`src/rtl/seq_signed_divider.sv`:
```
// Sequential signed divider: a 2W-bit signed dividend divided by a W-bit signed
// divisor using one restoring step per clock on magnitudes, then a single
// sign-correction cycle that also raises the divide-by-zero and overflow flags.
//
// Handshake: the request (start with A/B) is taken only while the FSM is idle;
// busy rises on the accepting edge and stays high through the cycle in which
// ready pulses for one clock. Q/R/dbz/ovf are valid from the ready cycle on and
// hold until the next accepted request reaches its correction cycle.
module seq_signed_divider #(
  parameter int W = 8
) (
  input  logic             clk,
  input  logic             rst,
  input  logic             start,
  input  logic [2*W-1:0]   A,
  input  logic [W-1:0]     B,
  output logic             ready,
  output logic             busy,
  output logic [W-1:0]     Q,
  output logic [W-1:0]     R,
  output logic             dbz,
  output logic             ovf,
  output logic [1:0]       dbg_state
);

  localparam int CW = $clog2(2 * W);
  localparam logic [CW-1:0] LAST_STEP = CW'(2 * W - 1);
  // Largest positive and negative quotient magnitudes that fit W signed bits.
  localparam logic [2*W-1:0] POS_MAX = {{(W + 1){1'b0}}, {(W - 1){1'b1}}};
  localparam logic [2*W-1:0] NEG_MAX = {{W{1'b0}}, 1'b1, {(W - 1){1'b0}}};

  typedef enum logic [1:0] {
    S_IDLE = 2'd0,
    S_DIV  = 2'd1,
    S_FIX  = 2'd2,
    S_DONE = 2'd3
  } state_t;

  state_t         state_q, state_d;
  // Dividend magnitude: high bits shift out into the partial remainder while
  // quotient bits shift in at the bottom, so after 2W steps it holds |quotient|.
  logic [2*W-1:0] dvd_q, dvd_d;
  logic [W:0]     rem_q, rem_d;
  logic [W-1:0]   bmag_q, bmag_d;
  logic           qneg_q, qneg_d;
  logic           rneg_q, rneg_d;
  logic [CW-1:0]  cnt_q, cnt_d;
  logic           ready_q, ready_d;
  logic           busy_q, busy_d;
  logic [W-1:0]   quo_q, quo_d;
  logic [W-1:0]   rmd_q, rmd_d;
  logic           dbz_q, dbz_d;
  logic           ovf_q, ovf_d;

  // Datapath helpers for one restoring step and for the correction cycle.
  logic [W:0]     shifted;
  logic [W+1:0]   trial;
  logic           q_ovf;

  // Next-state and datapath computation for every register.
  always_comb begin
    state_d = state_q;
    dvd_d   = dvd_q;
    rem_d   = rem_q;
    bmag_d  = bmag_q;
    qneg_d  = qneg_q;
    rneg_d  = rneg_q;
    cnt_d   = cnt_q;
    ready_d = ready_q;
    busy_d  = busy_q;
    quo_d   = quo_q;
    rmd_d   = rmd_q;
    dbz_d   = dbz_q;
    ovf_d   = ovf_q;

    // The partial remainder stays below |B| <= 2^(W-1), so its top bit is
    // always zero before the shift and W+1 bits hold the shifted value.
    shifted = {rem_q[W-1:0], dvd_q[2*W-1]};
    trial   = {1'b0, shifted} - {2'b00, bmag_q};
    q_ovf   = qneg_q ? (dvd_q > NEG_MAX) : (dvd_q > POS_MAX);

    case (state_q)
      S_IDLE: begin
        if (start) begin
          // Negation in full width yields the correct unsigned magnitude even
          // for the most negative operand values.
          dvd_d   = A[2*W-1] ? (-A) : A;
          bmag_d  = B[W-1] ? (-B) : B;
          qneg_d  = A[2*W-1] ^ B[W-1];
          rneg_d  = A[2*W-1];
          rem_d   = '0;
          cnt_d   = '0;
          busy_d  = 1'b1;
          state_d = S_DIV;
        end
      end
      S_DIV: begin
        if (!trial[W+1]) begin
          rem_d = trial[W:0];
          dvd_d = {dvd_q[2*W-2:0], 1'b1};
        end else begin
          rem_d = shifted;
          dvd_d = {dvd_q[2*W-2:0], 1'b0};
        end
        cnt_d = cnt_q + 1'b1;
        if (cnt_q == LAST_STEP) begin
          state_d = S_FIX;
        end
      end
      S_FIX: begin
        if (bmag_q == '0) begin
          dbz_d = 1'b1;
          ovf_d = 1'b0;
          quo_d = '0;
          rmd_d = '0;
        end else if (q_ovf) begin
          dbz_d = 1'b0;
          ovf_d = 1'b1;
          quo_d = '0;
          rmd_d = '0;
        end else begin
          dbz_d = 1'b0;
          ovf_d = 1'b0;
          quo_d = qneg_q ? (-dvd_q[W-1:0]) : dvd_q[W-1:0];
          rmd_d = rneg_q ? (-rem_q[W-1:0]) : rem_q[W-1:0];
        end
        ready_d = 1'b1;
        state_d = S_DONE;
      end
      S_DONE: begin
        ready_d = 1'b0;
        busy_d  = 1'b0;
        state_d = S_IDLE;
      end
      default: begin
        state_d = S_IDLE;
      end
    endcase
  end

  // Single register stage for FSM, datapath and outputs; reset abandons work.
  always_ff @(posedge clk) begin
    if (rst) begin
      state_q <= S_IDLE;
      dvd_q   <= '0;
      rem_q   <= '0;
      bmag_q  <= '0;
      qneg_q  <= 1'b0;
      rneg_q  <= 1'b0;
      cnt_q   <= '0;
      ready_q <= 1'b0;
      busy_q  <= 1'b0;
      quo_q   <= '0;
      rmd_q   <= '0;
      dbz_q   <= 1'b0;
      ovf_q   <= 1'b0;
    end else begin
      state_q <= state_d;
      dvd_q   <= dvd_d;
      rem_q   <= rem_d;
      bmag_q  <= bmag_d;
      qneg_q  <= qneg_d;
      rneg_q  <= rneg_d;
      cnt_q   <= cnt_d;
      ready_q <= ready_d;
      busy_q  <= busy_d;
      quo_q   <= quo_d;
      rmd_q   <= rmd_d;
      dbz_q   <= dbz_d;
      ovf_q   <= ovf_d;
    end
  end

  assign ready     = ready_q;
  assign busy      = busy_q;
  assign Q         = quo_q;
  assign R         = rmd_q;
  assign dbz       = dbz_q;
  assign ovf       = ovf_q;
  assign dbg_state = state_q;

endmodule

```
`config.mk`:
```
export PLATFORM = sky130hd
export DESIGN_NAME = seq_signed_divider
export DESIGN_NICKNAME = d
export VERILOG_FILES = /design/src/rtl/seq_signed_divider.sv
export SDC_FILE = /design/constraint.sdc
export NUM_CORES = 1
export LEC_CHECK = 0
export CAP_MARGIN = 20
export CORE_UTILIZATION = 59
export DETAILED_ROUTE_END_ITERATION = 10
export HOLD_SLACK_MARGIN = 0.08
export PLACE_DENSITY = 0.89
export SLEW_MARGIN = 20
export SYNTH_ARGS = -nofsm -noshare
export SYNTH_HDL_FRONTEND = slang
export SYNTH_SLANG_ARGS = --single-unit
```
`constraint.sdc`:
```
create_clock -name clk -period 3.9 [get_ports clk]
set_input_delay 0.585 -clock clk [delete_from_list [all_inputs] [get_ports clk]]
set_output_delay 0.585 -clock clk [all_outputs]
set_load 0.05 [all_outputs]
```
==> results.sh <==
export IMPL_status="complete, no violations"
export IMPL_r2r_cells=6
export IMPL_grt_usage_pct=26.95
export IMPL_grt_pass1_wl_mm=13.21
export IMPL_clk_latency_ps=360
export IMPL_relSlewSlack_pct=46.60
export IMPL_cts_tree="done"
export IMPL_cts_hold_buf=0
export IMPL_crit_required_ps=4190
export IMPL_holdCritPathClass="flop to flop"
export IMPL_ant_nets=0
export IMPL_ys_warn_count=0
export IMPL_initial_core_util_pct=62.92
export IMPL_final_setup_tns_ps=0
export IMPL_syn_to_final_growth_pct=18.75
export IMPL_fin_crit_sh_pct=64.39
export IMPL_ys_seq_elements=60
export IMPL_final_util_pct=74.71
export IMPL_mostFrequentLayoutCells="dfxtp_1 (60), nor2_1 (48), clkdlybuf4s50_1 (47)"
export IMPL_rsz0062_at_grt="no"
export IMPL_regToRegEndpoint="R[1]"
export IMPL_ys_async_sr_fraction_pct=0
export IMPL_hold_violations=0
export IMPL_vias=3183
export IMPL_hpwl_mm=5.840
export IMPL_synth_enable_flop_cells=0
export IMPL_drc=0
export IMPL_cp_cell_sequence="inv_1 > ha_1 > a21boi_0 > and4_1 > a21oi_1 > nor2_1"
export IMPL_diodes=0
export IMPL_cp_max_fo=21
export IMPL_drv_slew=0
export IMPL_clk_path_buf_depth=2
export IMPL_clkSlewWorstSetupHoldPaths_ps=70
export IMPL_hold_depth=2
export IMPL_hold_end="bmag_q[7]"
export IMPL_finalClockSkew_ps=10.04
export IMPL_drive_gt1_share_pct=5.696
export IMPL_die_area_um2=6367
export IMPL_antenna_found_initial=0
export IMPL_r2r_start="dbg_state[0]"
export IMPL_r2r_slack_ps=1390
export IMPL_synth_nets=479
export IMPL_grt_pass1_vias=2952
export IMPL_ys_types=55
export IMPL_vdd_ir_drop_worst_uv=637.4
export IMPL_seq_area_frac_synth_pct=33.64
export IMPL_synthFlopType="dfxtp_1"
export IMPL_cts_resized=0
export IMPL_root_buffer="clkbuf_8"
export IMPL_yosysTopAreaCell="dfxtp_1"
export IMPL_slowest_delay_ps=670
export IMPL_crit_path_top_delay_cell="ha_1"
export IMPL_setup_viol=0
export IMPL_min_delay_start="bmag_q[7]"
export IMPL_synth_area_leaders="dfxtp_1 (34%), ha_1 (6.0%), xnor2_1 (5.6%)"
export IMPL_drt_wl_total_mm=7.922
export IMPL_drtIter0Drc=173
export IMPL_grt_max_degree=33
export IMPL_final_net_count=514
export IMPL_grt_overflow=0
export IMPL_post_cts_buffers=0
export IMPL_n_fill_cell=439
export IMPL_worst_setup_path_type="flop to flop"
export IMPL_cp_arrival_ps=2800
export IMPL_gp_congestion=0.8834
export IMPL_wl_per_cell_um=14.51
export IMPL_dieHeight_um=79.80
export IMPL_p_leak_nw=1.627
export IMPL_portBuffers=48
export IMPL_ios=49
export IMPL_vias_per_cell=5.830
export IMPL_h_tree_depth=3
export IMPL_fp_dieW_um=79.80
export IMPL_syn_area_um2=3571
export IMPL_max_freq_mhz=398.2
export IMPL_core_um2=5675
export IMPL_power_density_nw_per_um2=664.7
export IMPL_cts_buffers=9
export IMPL_critPathCaptureType="flop"
export IMPL_maxCapViolations=0
export IMPL_min_period_ps=2511
export IMPL_cp_start_kind="flop"
export IMPL_clock_sinks=60
export IMPL_worst_pin_slew_ps=801.0
export IMPL_synth_top_cell_area_share_pct=33.64
export IMPL_synth_cells=434
export IMPL_fp_row_count=27
export IMPL_final_common_cell="dfxtp_1"
export IMPL_avgSynthCellArea_um2=8.228
export IMPL_drt_pass1_iterations=5
==> power by group <==
group | total (mW) | internal, mW | switching (mW)
Sequential | 0.896 | 0.741 | 0.155
Combinational | 1.37 | 0.557 | 0.817
Clock | 0.549 | 0.293 | 0.256
==> worst max-delay path: cells and delay by family, from the launching register on <==
kind	cells	cell delay, ps
AO/OA/AOI/OAI	2	570
adder cells (fa/ha/maj)	1	670
buffers and inverters	1	90
flip-flops	1	350
AND/OR/NAND/NOR	2	760
==> layout make-up <==
class	instances	area [µm²]	area share, %
repair buffers	50	490.5	11.57
clock buffers	10	127.6	3.010
flip-flops and latches	60	1201	28.33
inverters	20	75.07	1.770
multi-input cells	328	2191	51.67
well taps	72	90.09	2.125
clock inverters	6	65.06	1.534
==> cells in the mapped netlist, types with 4 or more instances <==
library cell,instances
nand2_1,34
nand3_1,4
a22oi_1,5
inv_1,20
a21oi_1,35
o21ai_1,4
xor2_1,15
dfxtp_1,60
or3_1,4
nor2_1,48
nor4_1,5
xnor2_1,23
clkbuf_1,22
o21ai_0,10
o31ai_1,13
a21boi_0,7
ha_1,17
nor2b_1,22
nand2b_1,8
nor3_1,6
a211oi_1,11
mux2i_1,9
==> worst max-delay path by stage <==
| stage | to | from | slack [ps] | cells after the start |
|---|---|---|---|---|
| after floorplan | rem_q[6] | dbg_state[0] | 1720 | 8 |
| after global placement | dvd_q[14] | A[9] | 1260 | 6 |
| after detailed placement | dvd_q[14] | A[7] | 1210 | 6 |
| after CTS | R[1] | dbg_state[0] | 1380 | 6 |
| after global routing | R[1] | dbg_state[0] | 1190 | 6 |
| final | R[1] | dbg_state[0] | 1390 | 6 |
==> cells by family (layout without fill, tap and decap cells) <==
group / after synthesis / count (layout) / synth area share (%)
AOI/OAI and AO/OA: 113 / 113 / 21.90
xor gates and xnor gates: 38 / 38 / 9.320
adders and majority gates: 18 / 18 / 6.517
buffers and inverters: 46 / 86 / 5.115
DFF: 60 / 60 / 33.64
muxes: 9 / 9 / 2.523
and+or+nand+nor: 150 / 150 / 20.99
==> metrics by stage <==
step                hold WS, ps  total power [mW]  cells  setup WS (ps)  area [µm²]
finish                    474.5             2.818    546           1389        4240
global route              511.4             3.011    546           1186        4240
CTS                       476.9             2.811    546           1377        4237
detailed placement        466.7             2.263    530           1209        4044
global placement          460.4             2.213    530           1261        4044
floorplan                 444.6             1.947    434           1718        3571
==> registers in the layout, summed over array words and instances (netlist names), 2 cells and up <==
| register | cells |
|---|---|
| dvd_q | 16 |
| Q | 8 |
| R | 8 |
| bmag_q | 8 |
| rem_q | 8 |
| cnt_q | 4 |
| dbg_state | 2 |
==> metal layers <==
layer | global-route usage, % | part of all wire [%] | wire [µm] | vias up
met2 | 44.87 | 49 | 3848 | 91
met4 | 10.89 | 1.7 | 133 | 0
met5 | 0 | 0 | 0 | -
met3 | 6.286 | 5.0 | 398 | 15
met1 | 33.40 | 45 | 3541 | 1478
li1 | - | - | - | 1599
Note: power is estimated with default switching activity, not from simulation.
